<file path="src/rtl/lbm_stream_pkg.sv">
// Shared definitions for the lattice-Boltzmann streaming blocks: default
// population geometry and the frame reader state encoding.
package lbm_stream_pkg;

  localparam int unsigned LBM_DATA_WIDTH = 16;
  localparam int unsigned LBM_Q          = 9;

  typedef enum logic [1:0] {
    IDLE   = 2'd0,
    STREAM = 2'd1,
    DRAIN  = 2'd2
  } stream_state_t;

  // Output buffer depth needed to keep one beat per cycle for a given BRAM latency.
  function automatic int unsigned stream_fifo_depth(input int unsigned rd_latency);
    return rd_latency + 2;
  endfunction

endpackage

</file>
<file path="src/rtl/lattice_stream_reader_fifo.sv">
// stream_out_fifo: small synchronous FIFO holding {last, data} beats in front
// of the AXI-Stream output. Head entry is presented directly on rd_data.
module stream_out_fifo #(
  parameter  int unsigned DEPTH = 3,
  parameter  int unsigned WIDTH = 145,
  localparam int unsigned CNT_W = $clog2(DEPTH + 1)
) (
  input  logic             clk,
  input  logic             rst,
  input  logic             wr_en,
  input  logic [WIDTH-1:0] wr_data,
  input  logic             rd_en,
  output logic [WIDTH-1:0] rd_data,
  output logic             not_empty,
  output logic [CNT_W-1:0] count
);

  localparam int unsigned PTR_W = (DEPTH > 1) ? $clog2(DEPTH) : 1;

  logic [WIDTH-1:0] mem [DEPTH];
  logic [PTR_W-1:0] wr_ptr;
  logic [PTR_W-1:0] rd_ptr;
  logic [CNT_W-1:0] count_nxt;
  logic             push;
  logic             pop;

  // Pointers wrap at DEPTH, which need not be a power of two.
  function automatic logic [PTR_W-1:0] ptr_inc(input logic [PTR_W-1:0] p);
    return (p == PTR_W'(DEPTH - 1)) ? '0 : p + PTR_W'(1);
  endfunction

  assign push    = wr_en && (count != CNT_W'(DEPTH));
  assign pop     = rd_en && not_empty;
  assign rd_data = mem[rd_ptr];

  // Next occupancy from simultaneous push/pop.
  always_comb begin
    count_nxt = count;
    if (push && !pop) begin
      count_nxt = count + CNT_W'(1);
    end else if (pop && !push) begin
      count_nxt = count - CNT_W'(1);
    end
  end

  // Pointer and occupancy registers; reset flushes the buffer.
  always_ff @(posedge clk) begin
    if (rst) begin
      wr_ptr    <= '0;
      rd_ptr    <= '0;
      count     <= '0;
      not_empty <= 1'b0;
    end else begin
      if (push) wr_ptr <= ptr_inc(wr_ptr);
      if (pop)  rd_ptr <= ptr_inc(rd_ptr);
      count     <= count_nxt;
      not_empty <= (count_nxt != '0);
    end
  end

  // Storage array, no reset needed.
  always_ff @(posedge clk) begin
    if (push) mem[wr_ptr] <= wr_data;
  end

endmodule

</file>
<file path="src/rtl/lattice_stream_reader.sv">
// lattice_stream_reader: reads one frame of DEPTH pixel words from a BRAM and
// emits them as an AXI-Stream, one beat per pixel, tlast on the final pixel.
// Reads are only issued while the output buffer has room for every read in
// flight, so m_tready back-pressure never loses data.
// Optional feature: define LATTICE_STREAM_SOF_EN to add m_tuser (start of frame).
// RD_LATENCY must be 1 or 2; 2**ADDR_WIDTH must cover DEPTH.
module lattice_stream_reader
  import lbm_stream_pkg::*;
#(
  parameter int unsigned DATA_WIDTH = LBM_DATA_WIDTH,
  parameter int unsigned Q          = LBM_Q,
  parameter int unsigned DEPTH      = 2500,
  parameter int unsigned ADDR_WIDTH = 12,
  parameter int unsigned RD_LATENCY = 1
) (
  input  logic                        clk,
  input  logic                        rst,
  input  logic                        frame_ready,
  output logic                        rd_en,
  output logic [ADDR_WIDTH-1:0]       rd_addr,
  input  logic [Q*DATA_WIDTH-1:0]     rd_data,
  output logic [Q*DATA_WIDTH-1:0]     m_tdata,
  output logic                        m_tvalid,
  input  logic                        m_tready,
  output logic                        m_tlast,
`ifdef LATTICE_STREAM_SOF_EN
  output logic                        m_tuser,
`endif
  output logic [Q*DATA_WIDTH/8-1:0]   m_tkeep,
  output logic                        busy,
  output logic                        frame_done
);

  localparam int unsigned BUS_W      = Q * DATA_WIDTH;
  localparam int unsigned FIFO_DEPTH = stream_fifo_depth(RD_LATENCY);
  localparam int unsigned CNT_W      = $clog2(FIFO_DEPTH + 1);
  localparam int unsigned OCC_W      = CNT_W + 1;
  localparam int unsigned IDX_W      = ADDR_WIDTH + 1;

  stream_state_t state;
  stream_state_t state_nxt;

  logic [IDX_W-1:0]      index;
  logic [IDX_W-1:0]      index_nxt;
  logic                  rd_en_nxt;
  logic [ADDR_WIDTH-1:0] rd_addr_nxt;
  logic                  rd_last;
  logic                  rd_last_nxt;
  logic                  busy_nxt;
  logic                  frame_done_nxt;

  logic [RD_LATENCY-1:0] pipe_vld;
  logic [RD_LATENCY-1:0] pipe_last;

  logic [BUS_W:0]        fifo_head;
  logic                  fifo_valid;
  logic [CNT_W-1:0]      fifo_count;
  logic                  pop;
  logic [OCC_W-1:0]      occ;
  logic                  room;

  assign pop      = m_tvalid && m_tready;
  assign m_tvalid = fifo_valid;
  assign m_tdata  = fifo_head[BUS_W-1:0];
  assign m_tlast  = fifo_valid && fifo_head[BUS_W];
  assign m_tkeep  = '1;

  // Buffered beats plus reads still travelling through the BRAM.
  always_comb begin
    occ = OCC_W'(fifo_count) + OCC_W'(rd_en);
    for (int i = 0; i < int'(RD_LATENCY); i++) begin
      occ = occ + OCC_W'(pipe_vld[i]);
    end
    room = (occ - OCC_W'(pop)) < OCC_W'(FIFO_DEPTH);
  end

  // Frame sequencing and read issue; outputs are registered from *_nxt.
  always_comb begin
    state_nxt      = state;
    index_nxt      = index;
    rd_en_nxt      = 1'b0;
    rd_addr_nxt    = rd_addr;
    rd_last_nxt    = 1'b0;
    frame_done_nxt = 1'b0;
    case (state)
      IDLE: begin
        if (frame_ready) begin
          state_nxt   = STREAM;
          rd_en_nxt   = 1'b1;
          rd_addr_nxt = '0;
          rd_last_nxt = (DEPTH == 1);
          index_nxt   = IDX_W'(1);
        end
      end
      STREAM: begin
        if (rd_en && rd_last) begin
          state_nxt = DRAIN;
        end else if ((index < IDX_W'(DEPTH)) && room) begin
          rd_en_nxt   = 1'b1;
          rd_addr_nxt = ADDR_WIDTH'(index);
          rd_last_nxt = (index == IDX_W'(DEPTH - 1));
          index_nxt   = index + IDX_W'(1);
        end
      end
      DRAIN: begin
        if (pop && m_tlast) begin
          state_nxt      = IDLE;
          frame_done_nxt = 1'b1;
        end
      end
      default: state_nxt = IDLE;
    endcase
    busy_nxt = (state_nxt != IDLE);
  end

  // State and registered control outputs.
  always_ff @(posedge clk) begin
    if (rst) begin
      state      <= IDLE;
      index      <= '0;
      rd_en      <= 1'b0;
      rd_addr    <= '0;
      rd_last    <= 1'b0;
      busy       <= 1'b0;
      frame_done <= 1'b0;
    end else begin
      state      <= state_nxt;
      index      <= index_nxt;
      rd_en      <= rd_en_nxt;
      rd_addr    <= rd_addr_nxt;
      rd_last    <= rd_last_nxt;
      busy       <= busy_nxt;
      frame_done <= frame_done_nxt;
    end
  end

  // Track reads through the BRAM so data is captured exactly RD_LATENCY later;
  // clearing on reset drops any data still returning from an abandoned frame.
  always_ff @(posedge clk) begin
    if (rst) begin
      pipe_vld  <= '0;
      pipe_last <= '0;
    end else begin
      pipe_vld[0]  <= rd_en;
      pipe_last[0] <= rd_en && rd_last;
      for (int i = 1; i < int'(RD_LATENCY); i++) begin
        pipe_vld[i]  <= pipe_vld[i-1];
        pipe_last[i] <= pipe_last[i-1];
      end
    end
  end

  stream_out_fifo #(
    .DEPTH (FIFO_DEPTH),
    .WIDTH (BUS_W + 1)
  ) u_fifo (
    .clk       (clk),
    .rst       (rst),
    .wr_en     (pipe_vld[RD_LATENCY-1]),
    .wr_data   ({pipe_last[RD_LATENCY-1], rd_data}),
    .rd_en     (pop),
    .rd_data   (fifo_head),
    .not_empty (fifo_valid),
    .count     (fifo_count)
  );

`ifdef LATTICE_STREAM_SOF_EN
  logic sof_pending;

  // Beat 0 is the first pop after a frame starts.
  always_ff @(posedge clk) begin
    if (rst) begin
      sof_pending <= 1'b0;
    end else if ((state == IDLE) && frame_ready) begin
      sof_pending <= 1'b1;
    end else if (pop) begin
      sof_pending <= 1'b0;
    end
  end

  assign m_tuser = m_tvalid && sof_pending;
`endif

endmodule
</file>
<file path="config.mk">
export PLATFORM = sky130hd
export DESIGN_NAME = lattice_stream_reader
export DESIGN_NICKNAME = d
export VERILOG_FILES = /design/src/rtl/lbm_stream_pkg.sv /design/src/rtl/lattice_stream_reader_fifo.sv /design/src/rtl/lattice_stream_reader.sv
export SDC_FILE = /design/constraint.sdc
export NUM_CORES = 1
export LEC_CHECK = 0
export CORE_ASPECT_RATIO = 2
export CORE_UTILIZATION = 36
export CTS_CLUSTER_DIAMETER = 30
export DETAILED_ROUTE_END_ITERATION = 12
export HOLD_SLACK_MARGIN = 0.05
export PLACE_DENSITY = 0.65
export SYNTH_ARGS = -nofsm -noshare
export SYNTH_HDL_FRONTEND = slang
export SYNTH_SLANG_ARGS = --single-unit
</file>
<file path="constraint.sdc">
create_clock -name clk -period 11.8 [get_ports clk]
set_input_delay 1.77 -clock clk [delete_from_list [all_inputs] [get_ports clk]]
set_output_delay 1.77 -clock clk [all_outputs]
set_load 0.05 [all_outputs]
</file>
==> results.txt <==
Worst path max stage delay: 0.98 ns
Slowest-stage cell, CP: dfxtp_4
Worst EP arrival: 3.85 ns
Reg clk slew, reported paths: 0.06 ns
Post-synth EDFFs: 435
CP startpoint kind: register
largest buffer count on any clock path: 3
share of cells above drive strength 1: 8.35%
FF-to-FF path depth: 5
HPWL after DPL: 26100 um
input/output buffers: 308
die span in y: 318 um
critical-path cell list: buf_4 > mux2i_1 > o21ai_0 > clkdlybuf4s50_1
area grow syn2layout: 31.6%
Synth area leader: edfxtp_1
ys flop type: edfxtp_1
Sum Neg Setup Slack: 0 ns
synth warn: 0
FMAX: 178 MHz
Post-DRT Antenna Nets: 0
Lkg Pwr: 7.52 nW
Initial Utilization: 36.5%
Routed WL per cell: 18.9 um
die area: 0.0509 sq mm
first-pass GRT wire length: 61200 um
worst hold-check path type: reg -> reg
initial DRC count: 506
number of synthesized register bits: 477
status: completed
Resized cells post-CTS: 0
pin count of the biggest net entering global routing: 111
reg-to-reg setup timing slack: 8.38 ns
Period minus WS final: 5.62 ns
Post-synth top cells: edfxtp_1, nand2_1, o21ai_0, mux2i_1, clkbuf_1
vias in the first global route: 10700
Util after Layout: 48.1%
Max Cap Viol: 0
hold-fix buffers at CTS: 0
Vias: 10400
H-Tree Depth: 2
RSZ-0062 raised after global routing: no
RePlAce Congestion: 0.897
global-route usage over all layers: 15.7%
type of the worst setup path: reg -> out
# Post-CTS Setup Buffers: 0
max_slew headroom: 30.9%
final cycle utilization of the critical path: 47.6%
DRT Pass-1 Iters: 5
GRT overflow: 0
Slew @ Worst Pin: 1.04 ns
clk sinks: 477
Mapped Cells: 1140
fin nets: 1616
vias per std cell: 4.84
hold endpoint: u_fifo.mem[1][144]$_DFFE_PP_
core box area: 0.0492 sq mm
Chip Width: 160 um
Overall Power: 4.94 mW
WL final: 40800 um
TritonCTS clock tree: built
fin. max-slew vios: 0
Syn Area/Cell: 15.8 sq um
endpoints failing setup: 0
CP max FO: 49
maximum VDD drop: 181 uV
CP Data Required Time: 10.03 ns
clk root buf: clkbuf_16
WHS Path Cells: 0
row count: 115
critical path endpoint category: output port
final hold viol count: 0
post-synthesis sequential area ratio: 77.3%
Synth cell types: 57
clock skew: 0.0247 ns
hold path start: pipe_last$_SDFF_PP0_
initial antenna violation count: 9
Synth top area share: 72.6%
I/O pin count: 327
asr flop ratio synth: 0%
# DRC: 0
cells taking the most area after synthesis: edfxtp_1, mux2i_1, dfxtp_1, o21ai_0, nand2_1
reg-to-reg endpoint: u_fifo.mem[0][88]$_DFFE_PP_
worst reg2reg startpoint: u_fifo.count[1]$_SDFF_PP0_
Cell Pwr Density: 209 mW/mm^2
cts bufs inserted: 55
Skew-Pair Late Insertion Delay: 0.58 ns
synthesized area: 0.0180 sq mm
most frequent cell after synthesis: edfxtp_1
-- how the worst max path moves through the flow --
stage	endpoint	slack (ns)
CTS	m_tdata[68]	6.00
detailed placement	rd_addr[0]$_SDFFE_PP0P_	6.60
finish	m_tdata[81]	6.18
global route	m_tdata[68]	5.94
global placement	index[5]$_SDFFE_PP0P_	6.64
floorplan	u_fifo.mem[0][0]$_DFFE_PP_	0.29
-- per-layer routing --
layer,vias to the layer above,wire length [um],global-route usage [%]
met4,4,1340,7.81
met3,77,2160,3.18
met2,334,23200,30.7
met5,-,27,0
met1,5106,14000,15.4
li1,4928,-,-
-- worst max-delay path: cells and delay by family, from the launching register on --
family	cells	cell delay, ns
mux	1	0.19
compound gates	1	0.30
flops	1	0.98
buf+inv	2	1.72
-- layout make-up --
| class | count | area [sq um] |
|---|---|---|
| Fill cell | 4264 | 25500 |
| Sequential cell | 477 | 13900 |
| Multi-Input combinational cell | 593 | 3760 |
| Timing Repair Buffer | 322 | 3190 |
| Clock buffer | 60 | 1430 |
| Tap cell | 643 | 805 |
| Clock inverter | 43 | 513 |
| Inverter | 14 | 52.6 |
| Antenna cell | 7 | 17.5 |
-- report_power, final --
group          internal, mW  switching [mW]  total (mW)
registers              1.95          0.0546        2.01
clock network          1.04           0.721        1.76
logic                 0.385           0.790        1.18
total                  3.38            1.57        4.94
-- registers in the layout, indices dropped and copies added, names as in the netlist, named ones only --
name,count
state,2
u_fifo.mem,435
frame_done,1
u_fifo.not_empty,1
u_fifo.wr_ptr,2
busy,1
pipe_last,1
u_fifo.count,2
pipe_vld,1
rd_en,1
index,13
u_fifo.rd_ptr,2
rd_addr,12
rd_last,1
-- metrics by stage --
step	setup WS, ns	std cells	instance area (sq um)	hold WS, ns
floorplan	0.295	1157	18100	0.421
global placement	6.64	2049	21700	0.432
detailed placement	6.60	2049	21700	0.451
CTS	6.00	2152	23700	0.464
global route	5.94	2159	23700	0.484
finish	6.18	2159	23700	0.464
-- layout by cell type (no fill, tap or decap), types with 14 or more instances in the layout --
cell	n
o21ai_0	148
edfxtp_1	435
dfxtp_1	40
nand2_1	160
conb_1	18
mux2i_1	145
inv_1	14
buf_4	14
clkdlybuf4s50_1	308
nor2_1	16
clkbuf_16	56
-- cells by family after synthesis --
family | share of synthesized area, %
AOI/OAI and AO/OA | 6.05
xor gates and xnor gates | 0.0974
adders and majority gates | 0.487
buffers and inverters | 2.28
DFF | 77.3
muxes | 8.13
other | 0.0209
and+or+nand+nor | 5.62
(Power assumes the default switching activity.)
==> patch 1, RTL diff (same settings) <==
Change the package constant `LBM_DATA_WIDTH` from 16 to 32.
--- a/src/rtl/lbm_stream_pkg.sv
+++ b/src/rtl/lbm_stream_pkg.sv
@@ -4,3 +4,3 @@
 
-  localparam int unsigned LBM_DATA_WIDTH = 16;
+  localparam int unsigned LBM_DATA_WIDTH = 32;
   localparam int unsigned LBM_Q          = 9;
Ports: changed (resized m_tdata, m_tkeep and rd_data); port bits go from 327 to 633. No check against the original RTL was run, so the function may have changed too.
==> patch 1 against the unedited design <==
Worst setup slack worse by 0.79 ns; sequential power is 90% higher; sequential cell count is 432 higher; final area is 90% higher; die area is 88% higher; synthesized cell count is 82% higher; total power is 91% higher; global-route usage is 0.39 points higher; routed wire length is 93% higher; area after synthesis is 89% higher; highest routed layer unchanged.
==> patch 1: results (changes against the unedited design) <==
[yosys]
synth_mux_area_share_pct = 8.55  ; was 8.13%
synth_cells = 2070  ; was 1140
synth_area_leaders = edfxtp_1 77%, mux2i_1 8.5%, o21ai_0 4.3%, nand2_1 3.4%, dfxtp_1 2.5%  ; was edfxtp_1 73%, mux2i_1 8.1%, dfxtp_1 4.7%, o21ai_0 4.1%, nand2_1 3.3%
synth-xor-area-share_pct = 0.0516  ; was 0.0974%
ys_top_cells_by_count = 867 x edfxtp_1, 304 x nand2_1, 292 x o21ai_0  ; was 435 x edfxtp_1, 160 x nand2_1, 148 x o21ai_0
synth-compound-area-share_pct = 5.33  ; was 6.05%
ys_seq_area_share_pct = 79.1  ; was 77.3%
synth_edf_count = 867  ; was 435
synth_adder_area_share_pct = 0.258  ; was 0.487%

[routing]
dr_wl_met2_um = 40400  ; was 23200 um
drt-initial-drc-count = 991  ; was 506
met3_length_um = 7620  ; was 2160 um
wl_per_cell_um = 19.7  ; was 18.9 um
drt-vias-per-instance = 4.79  ; was 4.84

[finish]
drive_above_1_share_pct = 8.33  ; was 8.35%
num-fill-cells = 7949  ; was 4264
reg.largest.list = u_fifo.mem x867, index x13, rd_addr x12  ; was u_fifo.mem x435, index x13, rd_addr x12
layout.nets = 2991  ; was 1616

[critical_path]
r2r_start = u_fifo.not_empty$_SDFF_PP0_  ; was u_fifo.count[1]$_SDFF_PP0_
arrival_ns = 4.64  ; was 3.85 ns
path_max_fanout = 56  ; was 49

[global_route]
antenna_found_initial = 22  ; was 9
met1_usage_pct = 16.7  ; was 15.4%
use_met3_pct = 6.28  ; was 3.18%
grt_max_degree = 155  ; was 111
grt.total_usage_pct = 16.1  ; was 15.7%
grt_pass1_vias = 19800  ; was 10700

[place]
place_ws_ns = 6.01  ; was 6.60 ns
placed_cells_incl_taps = 3792  ; was 2049
gp_congestion = 0.812  ; was 0.897
port_buffers = 596  ; was 308
placed_area_sq_um = 41100  ; was 21700 sq um

[clock_network]
htree_num_levels = 3  ; was 2
clk_latency_ns = 0.69  ; was 0.58 ns
cts-buffers-inserted = 107  ; was 55

[sta]
clock_skew_ns = 0.0223  ; was 0.0247 ns
tightest_slew_ns = 1.15  ; was 1.04 ns

[power_and_ir_drop]
p_leak_nw = 14.2  ; was 7.52 nW
ir_drop_uv = 167  ; was 181 uV

[worst_hold_path]
hold_path.class = flop to flop  ; unchanged

[run_status]
status = finished, final reports clean  ; unchanged

## patch 1: final timing paths
path,end,slack [ns],cells past startpoint
worst max-delay path,m_tdata[148],5.39,5
worst min-delay path,u_fifo.mem[2][288]$_DFFE_PP_,0.46,0
worst min register to register,u_fifo.mem[2][288]$_DFFE_PP_,0.46,0
worst max register to register,rd_addr[9]$_SDFFE_PP0P_,8.31,11
## patch 1: kinds of logic after synthesis
| kind of cell | count (synthesis) |
|---|---|
| flip-flops | 909 |
| AND/OR/NAND/NOR | 371 |
| AO/OA/AOI/OAI | 338 |
| multiplexers | 290 |
| buffers and inverters | 153 |
| adder cells (fa/ha/maj) | 6 |
| XOR/XNOR | 2 |
| other | 1 |
## patch 1: critical path, cell delays in order, from the launching register on
cell and delay [ns]:
dfxtp_4 0.76, buf_4 0.72, buf_4 0.88, mux2i_1 0.16, o21ai_0 0.38, clkdlybuf4s50_1 0.89
## patch 1: where the power goes
part / switching (mW) / internal, mW / total [mW]
clock network: 1.42 / 1.94 / 3.36
registers: 0.0651 / 3.74 / 3.81
logic: 1.54 / 0.724 / 2.27
## patch 1: cell type report
| type | count | area (sq um) | share of cell area, % |
|---|---|---|---|
| Clock inverter | 90 | 1040 | 2.31 |
| Clock buffer | 111 | 2710 | 6.04 |
| Timing Repair Buffer | 619 | 6160 | 13.7 |
| Sequential cell | 909 | 26900 | 59.8 |
| Tap cell | 1207 | 1510 | 3.36 |
| Multi-Input combinational cell | 1043 | 6540 | 14.6 |
| Antenna cell | 10 | 25.0 | 0.0557 |
| Inverter | 14 | 52.6 | 0.117 |
==> patch 2, RTL diff (same flow settings) <==
Made on the original files. `rd_addr` no longer has a reset.
--- a/src/rtl/lattice_stream_reader.sv
+++ b/src/rtl/lattice_stream_reader.sv
@@ -121,3 +121,2 @@
       rd_en      <= 1'b0;
-      rd_addr    <= '0;
       rd_last    <= 1'b0;
@@ -129,3 +128,2 @@
       rd_en      <= rd_en_nxt;
-      rd_addr    <= rd_addr_nxt;
       rd_last    <= rd_last_nxt;
@@ -134,2 +132,6 @@
     end
+  end
+
+  always_ff @(posedge clk) begin
+    rd_addr <= rd_addr_nxt;
   end
Function: differs if rst is asserted again (counterexample within 4 cycles, from zero or initial values and one cycle with rst high); with rst held inactive, the same outputs for 4 cycles.
==> patch 2 against the unedited design <==
Total power increased by 1.7%; clock skew rose by 0.0093 ns; area after synthesis rose by 0.53%; sequential cell count is the same; first-iteration DRC count fell by 6.3%; clock power fell by 2%; highest routed layer unchanged; worst setup slack got worse by 0.019 ns; combinational power up 8%; synthesized cell count is 0.26% lower; routed wire length is 0.51% higher; final area grew 0.12%; sequential share of layout area rose by 0.44 points; via count shrank 1.6%.
==> patch 2: results (changes against the unedited design) <==
[run_status]
status = finished, final reports clean  ; unchanged

[power_and_ir_drop]
power_density_nw_per_um2 = 212  ; was 209 nW/um^2
p_leak_nw = 7.51  ; was 7.52 nW

[finish]
num-fill-cells = 4198  ; was 4264
buffers = 321  ; was 322
multi_input_comb_cells = 594  ; was 593
diodes = 2  ; was 7
buf_share_pct = 13.4  ; was 13.5%

[critical_path]
rrSetupSlack_ns = 8.13  ; was 8.38 ns
r2r-end = rd_addr[3]$_SDFFCE_PN0P_  ; was u_fifo.mem[0][88]$_DFFE_PP_
slowest_stage = clkdlybuf4s50_1  ; was dfxtp_4
arrival_ns = 3.87  ; was 3.85 ns

[routing]
routedLengthMet1_um = 14200  ; was 14000 um
routed_wl_um = 41000  ; was 40800 um
dr_wl_met2_um = 22700  ; was 23200 um
drt-initial-drc-count = 474  ; was 506

[yosys]
synth-xor-area-share_pct = 0.145  ; was 0.0974%
ys_types = 58  ; was 57
synth_adder_area_share_pct = 0.484  ; was 0.487%
ys_seq_area_share_pct = 77.6  ; was 77.3%
syn_area_per_cell_sq_um = 15.9  ; was 15.8 sq um

[global_route]
grt_pass1_wl_um = 61300  ; was 61200 um
use_met2_pct = 30.1  ; was 30.7%
grt.total_usage_pct = 15.8  ; was 15.7%

[place]
placed_cells_incl_taps = 2045  ; was 2049
gp_congestion = 0.814  ; was 0.897

[sta]
hold_ws_ns = 0.452  ; was 0.464 ns
maxSlewHeadroom_pct = 28.8  ; was 30.9%
clock_skew_ns = 0.0340  ; was 0.0247 ns

[clock_network]
cts-buffers-inserted = 54  ; was 55

patch 2: cell count changes after synthesis, sizes merged, moves of 5 or more:
| cell | before | now |
|---|---|---|
| a22o | 9 | 0 |
| and2 | 1 | 12 |
| dfxtp | 42 | 30 |
| edfxtp | 435 | 447 |
| nand2 | 160 | 155 |
patch 2: worst max-delay path by stage:
stage	cells after the start	slack, ns	startpoint	end
5_1_grt	4	6.01	flop	m_tdata[54]
3_5_place_dp	11	6.29	m_tready	rd_addr[3]$_SDFFCE_PN0P_
2_1_floorplan	4	0.29	u_fifo.count[1]$_SDFF_PP0_	u_fifo.mem[0][0]$_DFFE_PP_
6_report	4	6.16	flop	m_tdata[54]
3_3_place_gp	11	6.40	m_tready	rd_addr[3]$_SDFFCE_PN0P_
4_1_cts	4	6.10	flop	m_tdata[54]
patch 2: power by group:
part	total [mW]	switching [mW]	internal (mW)
logic	1.27	0.860	0.409
registers	2.04	0.0581	1.98
clock network	1.72	0.718	1.00
